### config.mk
export PLATFORM = sky130hd
export DESIGN_NAME = wvb_wr_addr_ctrl
export DESIGN_NICKNAME = d
export VERILOG_FILES = /design/src/rtl/wvb_wr_addr_ctrl_pkg.sv /design/src/rtl/wvb_wr_free_space.sv /design/src/rtl/wvb_wr_addr_ctrl.sv
export SDC_FILE = /design/constraint.sdc
export NUM_CORES = 1
export LEC_CHECK = 0
export CORE_MARGIN = 2
export CORE_UTILIZATION = 40
export CTS_CLUSTER_SIZE = 24
export DETAILED_ROUTE_END_ITERATION = 6
export DONT_BUFFER_PORTS = 1
export PLACE_DENSITY_LB_ADDON = 0.1
export SLEW_MARGIN = 25
export SYNTH_ARGS = -nofsm -noshare
export SYNTH_HDL_FRONTEND = slang
export SYNTH_SLANG_ARGS = --single-unit
export TNS_END_PERCENT = 5
### constraint.sdc
create_clock -name clk -period 5.05 [get_ports clk]
set_input_delay 0.505 -clock clk [delete_from_list [all_inputs] [get_ports clk]]
set_output_delay 0.505 -clock clk [all_outputs]
set_load 0.02 [all_outputs]
### src/rtl/wvb_wr_addr_ctrl_pkg.sv
// ============================================================================
// wvb_wr_addr_ctrl_pkg : shared types/constants for the waveform write path
// Rev 1.0
// ============================================================================
`default_nettype none

package wvb_wr_addr_ctrl_pkg;

  typedef enum logic [1:0] {
    S_IDLE    = 2'd0,
    S_CAPTURE = 2'd1,
    S_HDR     = 2'd2
  } wvb_state_t;

  // start + stop address, timestamp, trigger source at default widths
  localparam int L_WIDTH = 2*12 + 48 + 2;

  localparam int                        DROP_CNT_WIDTH = 16;
  localparam logic [DROP_CNT_WIDTH-1:0] DROP_CNT_SAT   = 16'hFFFF;

endpackage

`default_nettype wire

### src/rtl/wvb_wr_free_space.sv
// ============================================================================
// wvb_wr_free_space : free-slot count and write stall for the sample ring
// Rev 1.0
// ============================================================================
`default_nettype none

module wvb_wr_free_space #(
  parameter int P_ADR_WIDTH = 12
) (
  input  logic [P_ADR_WIDTH-1:0] wvb_wr_addr,
  input  logic [P_ADR_WIDTH-1:0] wvb_rd_addr,
  input  logic                   hdr_empty,
  output logic [P_ADR_WIDTH-1:0] free_space,
  output logic                   stall
);

  localparam logic [P_ADR_WIDTH-1:0] C_ONE = P_ADR_WIDTH'(1);

  // With no unread events the reader position is irrelevant: whole ring free.
  assign free_space = hdr_empty ? '1 : (wvb_rd_addr - wvb_wr_addr - C_ONE);
  assign stall      = ~hdr_empty && ((wvb_wr_addr + C_ONE) == wvb_rd_addr);

endmodule

`default_nettype wire

### src/rtl/wvb_wr_addr_ctrl.sv
// ============================================================================
// wvb_wr_addr_ctrl : waveform buffer write addressing, trigger capture, header
// Rev 1.0
// ============================================================================
`default_nettype none

module wvb_wr_addr_ctrl
  import wvb_wr_addr_ctrl_pkg::*;
#(
  parameter int P_ADR_WIDTH = 12,
  parameter int P_LTC_WIDTH = 48,
  parameter int P_PRE_WIDTH = 5
) (
  input  logic                      clk,
  input  logic                      rst,
  input  logic                      trig,
  input  logic [1:0]                trig_src,
  input  logic [P_LTC_WIDTH-1:0]    ltc,
  input  logic [P_PRE_WIDTH-1:0]    pre_conf,
  input  logic [P_ADR_WIDTH-1:0]    post_conf,
  input  logic [P_ADR_WIDTH-1:0]    wvb_rd_addr,
  input  logic                      hdr_empty,
  input  logic                      hdr_full,
  output logic [P_ADR_WIDTH-1:0]    wvb_wr_addr,
  output logic                      wvb_wren,
  output logic                      hdr_wren,
  output logic [P_ADR_WIDTH-1:0]    hdr_start_addr,
  output logic [P_ADR_WIDTH-1:0]    hdr_stop_addr,
  output logic [P_LTC_WIDTH-1:0]    hdr_evt_ltc,
  output logic [1:0]                hdr_trig_src,
  output logic                      overflow,
  output logic [DROP_CNT_WIDTH-1:0] drop_cnt
);

  wvb_state_t             r_state, w_state_nxt;
  logic                   r_run;
  logic [P_PRE_WIDTH-1:0] r_holdoff;
  logic [P_ADR_WIDTH-1:0] w_free;
  logic                   w_stall;
  logic [P_ADR_WIDTH:0]   w_need;
  logic                   w_eligible, w_accept, w_drop;

  wvb_wr_free_space #(.P_ADR_WIDTH(P_ADR_WIDTH)) u_free_space (
    .wvb_wr_addr (wvb_wr_addr),
    .wvb_rd_addr (wvb_rd_addr),
    .hdr_empty   (hdr_empty),
    .free_space  (w_free),
    .stall       (w_stall)
  );

  // r_run delays the first write enable to the cycle after reset release
  assign wvb_wren = r_run & ~w_stall;
  assign hdr_wren = (r_state == S_HDR);
  assign w_need   = {1'b0, post_conf} + (P_ADR_WIDTH+1)'(1);

  always_comb begin
    w_state_nxt = r_state;
    w_eligible  = trig && (r_state == S_IDLE) && (r_holdoff >= pre_conf);
    w_accept    = w_eligible && !w_stall && !hdr_full && ({1'b0, w_free} >= w_need);
    w_drop      = w_eligible && !w_accept;
    case (r_state)
      S_IDLE: begin
        if (w_accept)
          w_state_nxt = (post_conf == '0) ? S_HDR : S_CAPTURE;
      end
      S_CAPTURE: begin
        // Tracking the stop address keeps the capture correct across stalls
        if (wvb_wren && (wvb_wr_addr == hdr_stop_addr))
          w_state_nxt = S_HDR;
      end
      S_HDR:   w_state_nxt = S_IDLE;
      default: w_state_nxt = S_IDLE;
    endcase
  end

  always_ff @(posedge clk or posedge rst) begin
    if (rst) r_state <= S_IDLE;
    else     r_state <= w_state_nxt;
  end

  always_ff @(posedge clk or posedge rst) begin
    if (rst) begin
      r_run          <= 1'b0;
      wvb_wr_addr    <= '0;
      r_holdoff      <= '0;
      hdr_start_addr <= '0;
      hdr_stop_addr  <= '0;
      hdr_evt_ltc    <= '0;
      hdr_trig_src   <= '0;
      overflow       <= 1'b0;
      drop_cnt       <= '0;
    end else begin
      r_run <= 1'b1;
      if (wvb_wren)
        wvb_wr_addr <= wvb_wr_addr + P_ADR_WIDTH'(1);

      // Holdoff counts samples written after the previous event's stop sample
      if (w_accept || (r_state == S_CAPTURE))
        r_holdoff <= '0;
      else if (wvb_wren && (r_holdoff != '1))
        r_holdoff <= r_holdoff + P_PRE_WIDTH'(1);

      if (w_accept) begin
        hdr_start_addr <= wvb_wr_addr - P_ADR_WIDTH'(pre_conf);
        hdr_stop_addr  <= wvb_wr_addr + post_conf;
        hdr_evt_ltc    <= ltc;
        hdr_trig_src   <= trig_src;
      end

      if (w_drop) begin
        overflow <= 1'b1;
        if (drop_cnt != DROP_CNT_SAT)
          drop_cnt <= drop_cnt + DROP_CNT_WIDTH'(1);
      end
    end
  end

endmodule

`default_nettype wire

# Yosys cells after proc, flatten, opt, wreduce, memory -nomap -nowiden

Cells that the tools add are included.

Input port bits: 84
Flip-flop bits (word level): 111

Reduce and logical (&&, ||, !) cells: 18
Bitwise operators: 3
Eq/ne operators: 8
Magnitude comparators: 2
Mux-type cells: 7
Add/sub/neg operators: 8

Operator list:

| operator              | number |
|---|---|
| $eq 12x12->1          | 2 |
| $add 16x1->16 const B | 1 |
| $ne 16x16->1 const B  | 1 |
| $add 12x1->13 const B | 1 |
| $ge 12x13->1          | 1 |
| $add 12x1->12 const B | 1 |
| $add 12x12->12        | 1 |
| $logic_not 12->1      | 1 |
| $mux 12               | 1 |
| $sub 12x1->12 const B | 1 |
| $sub 12x12->12        | 1 |
| $sub 12x5->12         | 1 |
| $mux 5                | 2 |
| $logic_and 1x1->1     | 9 |
| $mux 2                | 3 |
| $add 5x1->5 const B   | 1 |
| $ge 5x5->1            | 1 |
| $ne 5x5->1 const B    | 1 |
| $ne 2x2->1 const B    | 2 |
| $pmux 2 s2            | 1 |
| $reduce_and 2->1      | 2 |
| $logic_not 1->1       | 3 |
| $eq 2x1->1 const B    | 1 |
| $eq 2x2->1 const B    | 1 |
| 5 further kinds       | 6 |

# Logic depth before layout (Yosys ltp)

Gate-level depths: netlist of run 1.

Word-level depth: 10
Mapped depth: 23
Depth with buffers taken out: 21

# Hierarchy

Synthesis of run 1 repeated with hierarchy kept, for this count alone.

Cell total of the unflattened synthesis: 676
Area, all modules: 7287.0 µm²

Modules (own cells, without submodules):

| module            | instances | seq. area each (µm²) | area each (µm²) | cells an instance |
|---|---|---|---|---|
| wvb_wr_addr_ctrl  | 1         | 2777.7               | 6287.3          | 539 |
| wvb_wr_free_space | 1         | 0.0                  | 999.7           | 137 |

# Least setup slack after synthesis of run 1

No wires, ideal clock.

Kind: register -> register
Start: register wvb_wr_addr[1]
End: register hdr_evt_ltc[0]
Arrival: 3.942 ns
Clock period less this slack: 4.067 ns
Stages on the path, launching flop included: 17
Path slack: 0.983 ns
Required time: 4.925 ns
Buffers on the path: 1
Cell sequence: dfrtp_1 inv_1 ha_1 a21o_1 a21oi_1 o21a_1 o21ai_0 a41oi_1 a21oi_1 xnor2_1 nand2b_1 ha_1 or4_1 o311a_1 nand2_4 buf_2 mux2_2

Word-level cells in the longest chain between the ends: 7
Elaborated cells between the ends (all ways): 11
Classes of those cells: add/sub (3); order compare (1); eq/ne (1); mux (1); reduce/logical (5)

Ends and longest elaborated chain:

| what                                                 | RTL line                | RTL |
|---|---|---|
| start: declaration                                   | wvb_wr_addr_ctrl.sv:24  | `output logic [P_ADR_WIDTH-1:0] wvb_wr_addr,` |
| start signal: assignment                             | wvb_wr_addr_ctrl.sv:95  | `wvb_wr_addr <= wvb_wr_addr + P_ADR_WIDTH'(1);` |
| branches (longest 6 deep; another with $ge 12x13->1) | -                       |  |
| $logic_and 1x1->1 (*)                                | wvb_wr_addr_ctrl.sv:59  | `w_accept = w_eligible && !w_stall && !hdr_full && ({1'b0, w_free} >= w_need);` |
| end signal: assignment                               | wvb_wr_addr_ctrl.sv:106 | `hdr_evt_ltc <= ltc;` |
| end: declaration                                     | wvb_wr_addr_ctrl.sv:29  | `output logic [P_LTC_WIDTH-1:0] hdr_evt_ltc,` |

Mark *: on every way between the ends.
A chain may end at the register's enable or synchronous reset.

# Final worst setup path of run 1

Start: register wvb_wr_addr[0]
End: register hdr_evt_ltc[42]

Same word-level chain as after synthesis.

==> impl_metrics.csv, run 1 <==
group,metric,value,unit
status,outcome,"finished, final reports clean",
clocking,cts_tree,"yes",
die,row_count,47,
layout,drive_gt1_frac,0.1456,
drt,drt_iter0_markers,180,
clocking,holdBufCountCts,0,
critical_path,cp_data_arrival_time,4.81,ns
global_routing,grt_max_degree,65,
critical_path,cp-start-kind,"register",
die,die_x,134.1,um
die,dieArea,17980,um^2
synthesis,synth_nets,797,
layout,syn2layout_area_growth,8.390,%
timing,min_period_over_period,0.9056,
synthesis,synth-seq-cells,111,
die,coreArea,16580,um^2
drt,vias_per_cell,5.358,
pwr,p_per_area,506.5,nW/um^2
critical_path,reg2reg_depth,18,
synthesis,yosysWarnings,0,
critical_path,cp_slowest_stage_delay,0.51,ns
synthesis,synth_common_cells,"dfrtp_1, xnor2_1, mux2_2",
synthesis,yosysSeqAreaShare,0.4103,
pwr,p_leak,3.378,nW
critical_path,critPathTopFamily,"compound AO/OA/AOI/OAI gates",
pwr,ir_drop,0.2473,mV
critical_path,timing.critical_path.fanout_max,35,
clocking,ctsRootBufferMaster,"clkbuf_16",
clocking,cts_buffers,9,
synthesis,synth_flop_cell,"dfrtp_1",
layout,fin_nets,799,
clocking,post_cts_buffers,0,
drt,routed_wl,16810,um
die,die_h,134.1,um
timing,relSlewSlack,0.4634,
place,portBuffers,0,
clocking,htreeDepth,3,
synthesis,synth.most_common_cell,"dfrtp_1",
synthesis,synth_area_leader_cell,"dfrtp_1",
synthesis,synth-edff-count,0,
clocking,ctsResizeCount,0,
timing,skew,0.005344,ns
clocking,cts_buffer_depth,2,
die,io_pins,189,
critical_path,r2r_end,"hdr_evt_ltc[42]$_DFFE_PP0P_",
synthesis,synth_top_area_frac,0.4103,
critical_path,cp_cell_sequence,"inv_1, ha_1, inv_1, fa_1, nor2b_1, o21ai_0, a21oi_1, o21ai_0, a21oi_1, a31oi_1, xor2_1, nand2b_1, ha_1, or4_1, o311a_1, nand2_8, buf_12, mux2_2",
clocking,cts.reportedPaths.clkPinSlew,0.07,ns
place,gp_congestion,0.7966,
clocking,clk_latency,0.36,ns
critical_path,end_kind,"register",
place,hpwl,13060,um
job,max_cap_viol_count,0,
critical_path,cp.depth,18,
global_routing,grt_pass1_wl,27330,um
timing,hold_viol,0,
clocking,cts_sinks,111,
synthesis,synth_area_leaders,"dfrtp_1, ha_1, mux2_2",
critical_path,reg2reg_slack,0.48,ns
drt,route.detailed.drc,0,
timing,fin_tns_setup,0,ns
synthesis,syn_inst,660,
timing,finalSetupViolCount,0,
critical_path,crit_buf_inv,3,
critical_path,worstSetupPathType,"reg2reg",
timing,period_needed,4.573,ns
timing,rsz0062_at_grt,"false",
timing,worst_pin_slew,0.8048,ns
worst_hold_path,hp-class,"in2async",
die,initial_core_util,0.4083,
synthesis,async_reset_ff_frac,1.000,
timing,max_freq,0.2187,GHz
critical_path,cp.required,5.29,ns
drt,vias,4747,
layout,insertedDiodeCount,0,
global_routing,grt_overflow,0,
synthesis,syn_area_per_cell,10.26,um^2
drt,firstDrtPassIters,4,
critical_path,r2r-start,"wvb_wr_addr[0]$_DFFE_PP0P_",
timing,drv_slew,0,
drt,antenna_left,0,
global_routing,grt_pass1_vias,5023,
drt,wl_per_cell,18.97,um
global_routing,grt_usage,0.1937,
synthesis,syn-cell-area,6770,um^2
synthesis,synth_cell_types,57,
timing,hold_slack,0.1741,ns
global_routing,grt_antenna_before_repair,0,
critical_path,slowest_stage,"or4_1",
[state kept, by name (all words and copies together), names as in the netlist]
name            cells
overflow            1
wvb_wr_addr        12
r_holdoff           5
hdr_start_addr     12
hdr_stop_addr      12
r_run               1
hdr_trig_src        2
r_state             2
hdr_evt_ltc        48
drop_cnt           16
[layout by cell type (no fill, tap or decap), drive strengths merged, types with 20 or more instances in the layout]
cell type	count
a21oi	20
dfrtp	111
ha	50
inv	38
mux2	52
nand2	52
nand2b	20
nand3	23
nand4	20
nor2	24
o21ai	34
xnor2	57
xor2	31
[worst register-to-register path: cells and delay by family, from the launching register on]
family                     cells  cell delay, ns
and+or+nand+nor                4            0.98
buffers and inverters          3            0.44
DFF                            1            0.38
xor gates and xnor gates       1            0.15
muxes                          1            0.39
AOI/OAI and AO/OA              6            1.34
adders and majority gates      3            0.78
[through the flow]
stage | cells | power, mW | instance area (um^2) | utilization | setup WS [ns]
after floorplan | 660 | 2.657 | 6770 | - | 0.9831
after global placement | 871 | 3.020 | 7049 | 0.4251 | 0.4167
after detailed placement | 871 | 3.046 | 7049 | 0.4251 | 0.4014
after CTS | 886 | 3.757 | 7330 | 0.4420 | 0.3558
after global routing | 886 | 4.023 | 7338 | 0.4425 | 0.04909
final | 886 | 3.717 | 7338 | 0.4425 | 0.4768
[report_power, final]
part | total, mW | switching [mW] | internal (mW)
registers | 1.61 | 0.471 | 1.14
logic | 1.42 | 0.797 | 0.621
clock network | 0.692 | 0.341 | 0.351
total | 3.72 | 1.61 | 2.11
[area by class of cell]
cell class                 instances  area, um^2
clock inverter                     5       41.29
timing repair buffer              16       145.1
tap                              220       275.3
fill                            1642        9245
inverter                          36       137.6
clock buffer                      10       239.0
sequential                       111        2778
multi-input combinational        488        3722
[logic make-up (layout without fill, tap and decap cells)]
group / Yosys count / in the layout / synth area share
compound gates: 93 / 93 / 0.08557
fa+ha+maj: 53 / 53 / 0.1013
mux: 54 / 54 / 0.08945
buf+inv: 61 / 67 / 0.04121
flops: 111 / 111 / 0.4103
simple gates: 199 / 199 / 0.1578
xor+xnor: 88 / 88 / 0.1138
other cells: 1 / 1 / 0.0005539
[how the worst max path moves through the flow]
| stage | start | to | slack (ns) |
|---|---|---|---|
| after floorplan | wvb_wr_addr[1]$_DFFE_PP0P_ | hdr_evt_ltc[0]$_DFFE_PP0P_ | 0.98 |
| after global placement | wvb_wr_addr[0]$_DFFE_PP0P_ | hdr_evt_ltc[38]$_DFFE_PP0P_ | 0.42 |
| after detailed placement | wvb_wr_addr[0]$_DFFE_PP0P_ | hdr_evt_ltc[23]$_DFFE_PP0P_ | 0.40 |
| after CTS | wvb_wr_addr[0]$_DFFE_PP0P_ | hdr_evt_ltc[41]$_DFFE_PP0P_ | 0.36 |
| after global routing | wvb_wr_addr[0]$_DFFE_PP0P_ | r_holdoff[4]$_DFFE_PP0P_ | 0.05 |
| final | wvb_wr_addr[0]$_DFFE_PP0P_ | hdr_evt_ltc[42]$_DFFE_PP0P_ | 0.48 |
[per-layer routing]
layer / track usage / part of all wire / vias up / wire, um
met3: 0.07974 / 0.10 / 12 / 1730
met5: 0 / 0 / - / 0
met2: 0.3088 / 0.45 / 181 / 7611
met4: 0.04444 / 0.011 / 0 / 178
met1: 0.2474 / 0.43 / 2260 / 7288
li1: - / - / 2294 / -
Power figures use the tool's default switching activity.
==> inputs of run 2 (changes only) <==
--- a/config.mk
+++ b/config.mk
@@ -6,13 +6,12 @@
 export NUM_CORES = 1
 export LEC_CHECK = 0
 export CORE_MARGIN = 2
-export CORE_UTILIZATION = 40
+export CORE_UTILIZATION = 30
 export CTS_CLUSTER_SIZE = 24
 export DETAILED_ROUTE_END_ITERATION = 6
 export DONT_BUFFER_PORTS = 1
-export PLACE_DENSITY_LB_ADDON = 0.1
+export PLACE_DENSITY = 0.47
 export SLEW_MARGIN = 25
 export SYNTH_ARGS = -nofsm -noshare
 export SYNTH_HDL_FRONTEND = slang
 export SYNTH_SLANG_ARGS = --single-unit
-export TNS_END_PERCENT = 5
==> impl_metrics.csv, run 2 (synthesis results as in run 1) <==
group,metric,value,unit
status,outcome,"finished, final reports clean",
global_routing,grt_overflow,0,
clocking,cts_sinks,111,
clocking,cts_tree,"yes",
clocking,cts.reportedPaths.clkPinSlew,0.08,ns
layout,drive_gt1_frac,0.1431,
pwr,p_leak,3.387,nW
layout,largest_reg_flops,48,
drt,drt_iter0_markers,173,
pwr,power_frac_comb,0.380,
worst_hold_path,hp-class,"in2async",
critical_path,slowest_stage,"or4_1",
timing,finalSetupViolCount,0,
clocking,ctsResizeCount,0,
clocking,post_cts_buffers,0,
critical_path,cp-start-kind,"register",
critical_path,cp_slowest_stage_delay,0.50,ns
timing,max_freq,0.2151,GHz
die,coreArea,21960,um^2
timing,min_period_over_period,0.9205,
die,row_count,54,
drt,routed_wl,18410,um
clocking,cts_buffer_depth,2,
pwr,p_seq_frac,0.426,
layout,mostFrequentLayoutCells,"dfrtp_1, xnor2_1, mux2_2",
critical_path,timing.critical_path.fanout_max,26,
global_routing,grt_usage,0.1591,
layout,syn2layout_area_growth,9.684,%
place,gp_congestion,0.8180,
timing,hold_slack,0.2139,ns
critical_path,cp_cell_sequence,"inv_1, ha_1, inv_1, fa_1, nor2b_1, o21ai_0, a21oi_1, o21ai_0, a21oi_1, a31oi_1, xor2_1, nand2b_1, ha_1, or4_1, o311a_1, nand2_4, buf_12, mux2_2",
critical_path,cp.required,5.29,ns
layout,regMostFlops,"hdr_evt_ltc",
global_routing,grt_pass1_vias,5303,
drt,vias_per_cell,5.117,
timing,skew,0.009985,ns
timing,drv_slew,0,
pwr,power_frac_clock,0.194,
pwr,p_int,2.151,mW
drt,route.detailed.drc,0,
global_routing,grt_max_degree,71,
clocking,cts_buffers,9,
place,hpwl,14440,um
critical_path,cp_data_arrival_time,4.89,ns
global_routing,grt_antenna_before_repair,1,
drt,vias,4830,
timing,period_needed,4.648,ns
pwr,ir_drop,0.2517,mV
layout,multi_input_area,3714,um^2
place,post-place-ws,0.4208,ns
clocking,clk_latency,0.35,ns
pwr,p_per_area,511.4,nW/um^2
die,io_pins,189,
pwr,p_sw_frac,0.4337,
clocking,ctsRootBufferMaster,"clkbuf_16",
layout,final_area,7426,um^2
layout,nFillCells,2180,
die,initial_core_util,0.3083,
die,dieArea,23790,um^2
drt,wl_per_cell,19.50,um
timing,rsz0062_at_grt,"false",
timing,fin_tns_setup,0,ns
critical_path,worstSetupPathType,"reg2reg",
die,die_h,154.2,um
layout,largest_registers,"hdr_evt_ltc x48, drop_cnt x16",
critical_path,end_kind,"register",
place,portBuffers,0,
critical_path,reg2reg_depth,18,
layout,regArea,2778,um^2
timing,relSlewSlack,0.4113,
die,die_x,154.2,um
layout,final_common_cell,"dfrtp_1",
timing,worst_pin_slew,0.8830,ns
global_routing,grt_pass1_wl,29120,um
pwr,power,3.798,mW
timing,hold_viol,0,
place,placed_area,7122,um^2
pwr,p_switching,1.647,mW
drt,antenna_left,0,
job,max_cap_viol_count,0,
layout,fin_nets,797,
layout,insertedDiodeCount,0,
drt,firstDrtPassIters,4,
clocking,htreeDepth,3,
clocking,holdBufCountCts,0,
timing,timing.final.ws_setup,0.4015,ns
-- run 2: changes by cell type in the layout (fill, tap and decap cells not counted) --
cell        before  now
clkinvlp_4       1    0
o21ai_1          0    1
clkinv_2         1    0
nand2_8          1    0
bufinv_16        0    1
buf_4           14   11
o21ai_0         34   33
clkbuf_8         1    0
buf_12           2    3
nand2_4          0    1
inv_8            1    2
clkinv_4         1    2
-- run 2: metal layers --
metal / global-route usage / vias up / part of all wire
met1: 0.1832 / 2296 / 0.40
met3: 0.06080 / 33 / 0.10
met4: 0.06943 / 2 / 0.028
li1: - / 2300 / -
met2: 0.2644 / 199 / 0.47
met5: 0 / - / 0.00071
-- run 2: power by group through the flow --
stage	logic (mW)	registers, mW	clock network [mW]
2_1_floorplan	1.05	1.61	0
3_3_place_gp	1.43	1.64	0
3_5_place_dp	1.45	1.64	0
4_1_cts	1.46	1.63	0.762
5_1_grt	1.62	1.66	0.802
6_report	1.44	1.62	0.736
-- run 2: stage by stage --
| stage | cells | util |
|---|---|---|
| 3_5_place_dp | 929 | 0.3243 |
| 3_3_place_gp | 929 | 0.3243 |
| 4_1_cts | 944 | 0.3382 |
| 2_1_floorplan | 660 | - |
| 6_report | 944 | 0.3382 |
| 5_1_grt | 944 | 0.3382 |
-- run 2: worst max-delay path, delay by kind of cell (launching register included) --
family          cells  cell delay (ns)
mux                 1             0.35
simple gates        4             1.06
fa+ha+maj           3             0.78
buf+inv             3             0.46
flops               1             0.38
xor+xnor            1             0.16
compound gates      6             1.34
-- run 2: final timing paths --
check	start	end	slack, ns
min in group clk	ltc[4]	hdr_evt_ltc[4]$_DFFE_PP0P_	0.29
setup reg to reg	wvb_wr_addr[0]$_DFFE_PP0P_	hdr_evt_ltc[17]$_DFFE_PP0P_	0.40
hold reg to reg	r_state[1]$_DFFE_PP0P_	r_state[0]$_DFFE_PP0P_	0.49
hold / removal	rst	hdr_start_addr[6]$_DFFE_PP0P_	0.21
max in group asynchronous	rst	drop_cnt[7]$_DFFE_PP0P_	3.76
setup / recovery	wvb_wr_addr[0]$_DFFE_PP0P_	hdr_evt_ltc[17]$_DFFE_PP0P_	0.40
-- run 2: area by class of cell --
cell class,count,area share
clock buffer,9,0.03033
clock inverter,6,0.01061
inverter,36,0.01853
multi-input combinational,488,0.5001
sequential,111,0.3741
tap,280,0.04718
timing repair buffer,14,0.01921
==> inputs of run 3 (changes only) <==
--- a/config.mk
+++ b/config.mk
@@ -10,7 +10,8 @@
 export CTS_CLUSTER_SIZE = 24
 export DETAILED_ROUTE_END_ITERATION = 6
 export DONT_BUFFER_PORTS = 1
-export PLACE_DENSITY = 0.47
+export PLACE_DENSITY = 0.43
+export SETUP_SLACK_MARGIN = 0.02
 export SLEW_MARGIN = 25
 export SYNTH_ARGS = -nofsm -noshare
 export SYNTH_HDL_FRONTEND = slang
==> impl_metrics.csv, run 3 (synthesis results as in run 1) <==
group,metric,value,unit
status,outcome,"finished, final reports clean",
drt,wl_met2,8508,um
place,hpwl,14360,um
clocking,ctsRootBufferMaster,"clkbuf_16",
die,initial_core_util,0.3083,
layout,syn2layout_area_growth,9.721,%
layout,final_util,0.3383,
layout,fin_nets,798,
global_routing,grt_usage,0.1568,
timing,skew,0.01310,ns
drt,wl_met1,7637,um
pwr,p_leak,3.383,nW
critical_path,slowest_stage,"or4_1",
die,die_h,154.2,um
drt,vias,4798,
clocking,cts_sinks,111,
clocking,cts_buffers,9,
pwr,p_per_area,509.4,nW/um^2
global_routing,grt_pass1_vias,5063,
layout,largest_registers,"hdr_evt_ltc x48, drop_cnt x16",
global_routing,grt_antenna_before_repair,2,
drt,wl_met3,1844,um
timing,period_needed,4.603,ns
pwr,power_frac_clock,0.189,
layout,drive_gt1_frac,0.1456,
die,die_x,154.2,um
place,placed_area,7117,um^2
die,row_count,54,
timing,worst_pin_slew,0.8043,ns
place,portBuffers,0,
critical_path,crit_start,"wvb_wr_addr[0]$_DFFE_PP0P_",
critical_path,reg2reg_slack,0.45,ns
global_routing,grt_overflow,0,
die,dieArea,23790,um^2
timing,min_period_over_period,0.9115,
critical_path,worstSetupPathType,"reg2reg",
timing,drv_slew,0,
drt,firstDrtPassIters,4,
critical_path,end_kind,"register",
layout,final_common_cell,"dfrtp_1",
pwr,p_seq_frac,0.427,
clocking,htreeDepth,3,
timing,rsz0062_at_grt,"false",
timing,max_freq,0.2172,GHz
timing,hold_viol,0,
clocking,clk_latency,0.36,ns
critical_path,cp-start-kind,"register",
critical_path,cp.required,5.29,ns
pwr,p_sw_frac,0.4427,
worst_hold_path,hp-class,"in2async",
timing,fin_tns_setup,0,ns
die,io_pins,189,
timing,relSlewSlack,0.4638,
place,gp_congestion,0.8564,
layout,mostFrequentLayoutCells,"dfrtp_1, xnor2_1, mux2_2",
job,max_cap_viol_count,0,
critical_path,cp_slowest_stage_delay,0.51,ns
pwr,p_int,2.109,mW
layout,largest_reg_flops,48,
clocking,cts_buffer_depth,2,
pwr,ir_drop,0.1806,mV
layout,regMostFlops,"hdr_evt_ltc",
drt,top_layer,"met5",
global_routing,grt_pass1_wl,28890,um
timing,finalSetupViolCount,0,
drt,vias_per_cell,5.067,
clocking,cts_tree,"yes",
critical_path,cp_cell_sequence,"inv_1, ha_1, inv_1, fa_1, nor2b_1, o21ai_0, a21oi_1, o21ai_0, a21oi_1, a31oi_1, xor2_1, nand2b_1, ha_1, or4_1, o311a_1, nand2_8, buf_12, mux2_2",
drt,drt_iter0_markers,195,
drt,route.detailed.drc,0,
pwr,power_frac_comb,0.384,
timing,hold_slack,0.1774,ns
layout,final_area,7428,um^2
pwr,p_switching,1.675,mW
critical_path,r2r_end,"hdr_evt_ltc[9]$_DFFE_PP0P_",
global_routing,grt_max_degree,68,
die,coreArea,21960,um^2
drt,antenna_left,0,
critical_path,cp_data_arrival_time,4.84,ns
drt,wl_per_cell,19.41,um
clocking,cts.reportedPaths.clkPinSlew,0.08,ns
critical_path,reg2reg_depth,18,
drt,routed_wl,18380,um
critical_path,timing.critical_path.fanout_max,32,
critical_path,r2r-start,"wvb_wr_addr[0]$_DFFE_PP0P_",
-- run 3: layout make-up --
| type | instances | area (um^2) |
|---|---|---|
| tap | 280 | 350.3 |
| sequential | 111 | 2778 |
| multi-input combinational | 488 | 3722 |
| inverter | 36 | 137.6 |
| clock buffer | 9 | 225.2 |
| fill | 2219 | 14530 |
| timing repair buffer | 15 | 141.4 |
| clock inverter | 7 | 71.32 |
| antenna | 1 | 2.502 |
-- run 3: worst max-delay path: cells and delay by family, from the launching register on --
kind,cells,cell delay [ns]
buffers and inverters,3,0.41
adders and majority gates,3,0.77
xor gates and xnor gates,1,0.18
and+or+nand+nor,4,1.01
DFF,1,0.38
AOI/OAI and AO/OA,6,1.37
muxes,1,0.35
-- run 3: how the worst max path moves through the flow --
stage | end | slack, ns
after floorplan | hdr_evt_ltc[0]$_DFFE_PP0P_ | 0.98
after global placement | hdr_evt_ltc[1]$_DFFE_PP0P_ | 0.50
after detailed placement | hdr_evt_ltc[42]$_DFFE_PP0P_ | 0.38
after CTS | r_state[1]$_DFFE_PP0P_ | 0.35
after global routing | hdr_evt_ltc[9]$_DFFE_PP0P_ | 0.1
final | hdr_evt_ltc[9]$_DFFE_PP0P_ | 0.45
-- run 3: timing repair --
action,CTS,global route
hold buffers,0,0
resized for setup,0,2
setup endpoints to repair,0,12
setup buffers,0,0
-- run 3: metrics by stage --
step                std cells  total power, mW  setup WS, ns
global placement          930            3.062        0.4994
detailed placement        930            3.096        0.3818
CTS                       946            3.842        0.3474
floorplan                 660            2.657        0.9831
finish                    947            3.784        0.4469
global route              946            4.084       0.09841
-- run 3: power by group through the flow --
stage / logic [mW] / registers (mW) / clock network, mW
floorplan: 1.05 / 1.61 / 0
finish: 1.45 / 1.61 / 0.716
global route: 1.65 / 1.65 / 0.783
detailed placement: 1.46 / 1.63 / 0
CTS: 1.47 / 1.62 / 0.749
global placement: 1.43 / 1.63 / 0
-- run 3: routing by layer --
layer	GRT usage	up-vias
met5	0	-
met4	0.04806	2
met3	0.07033	28
met2	0.2528	180
met1	0.1885	2289
li1	-	2299
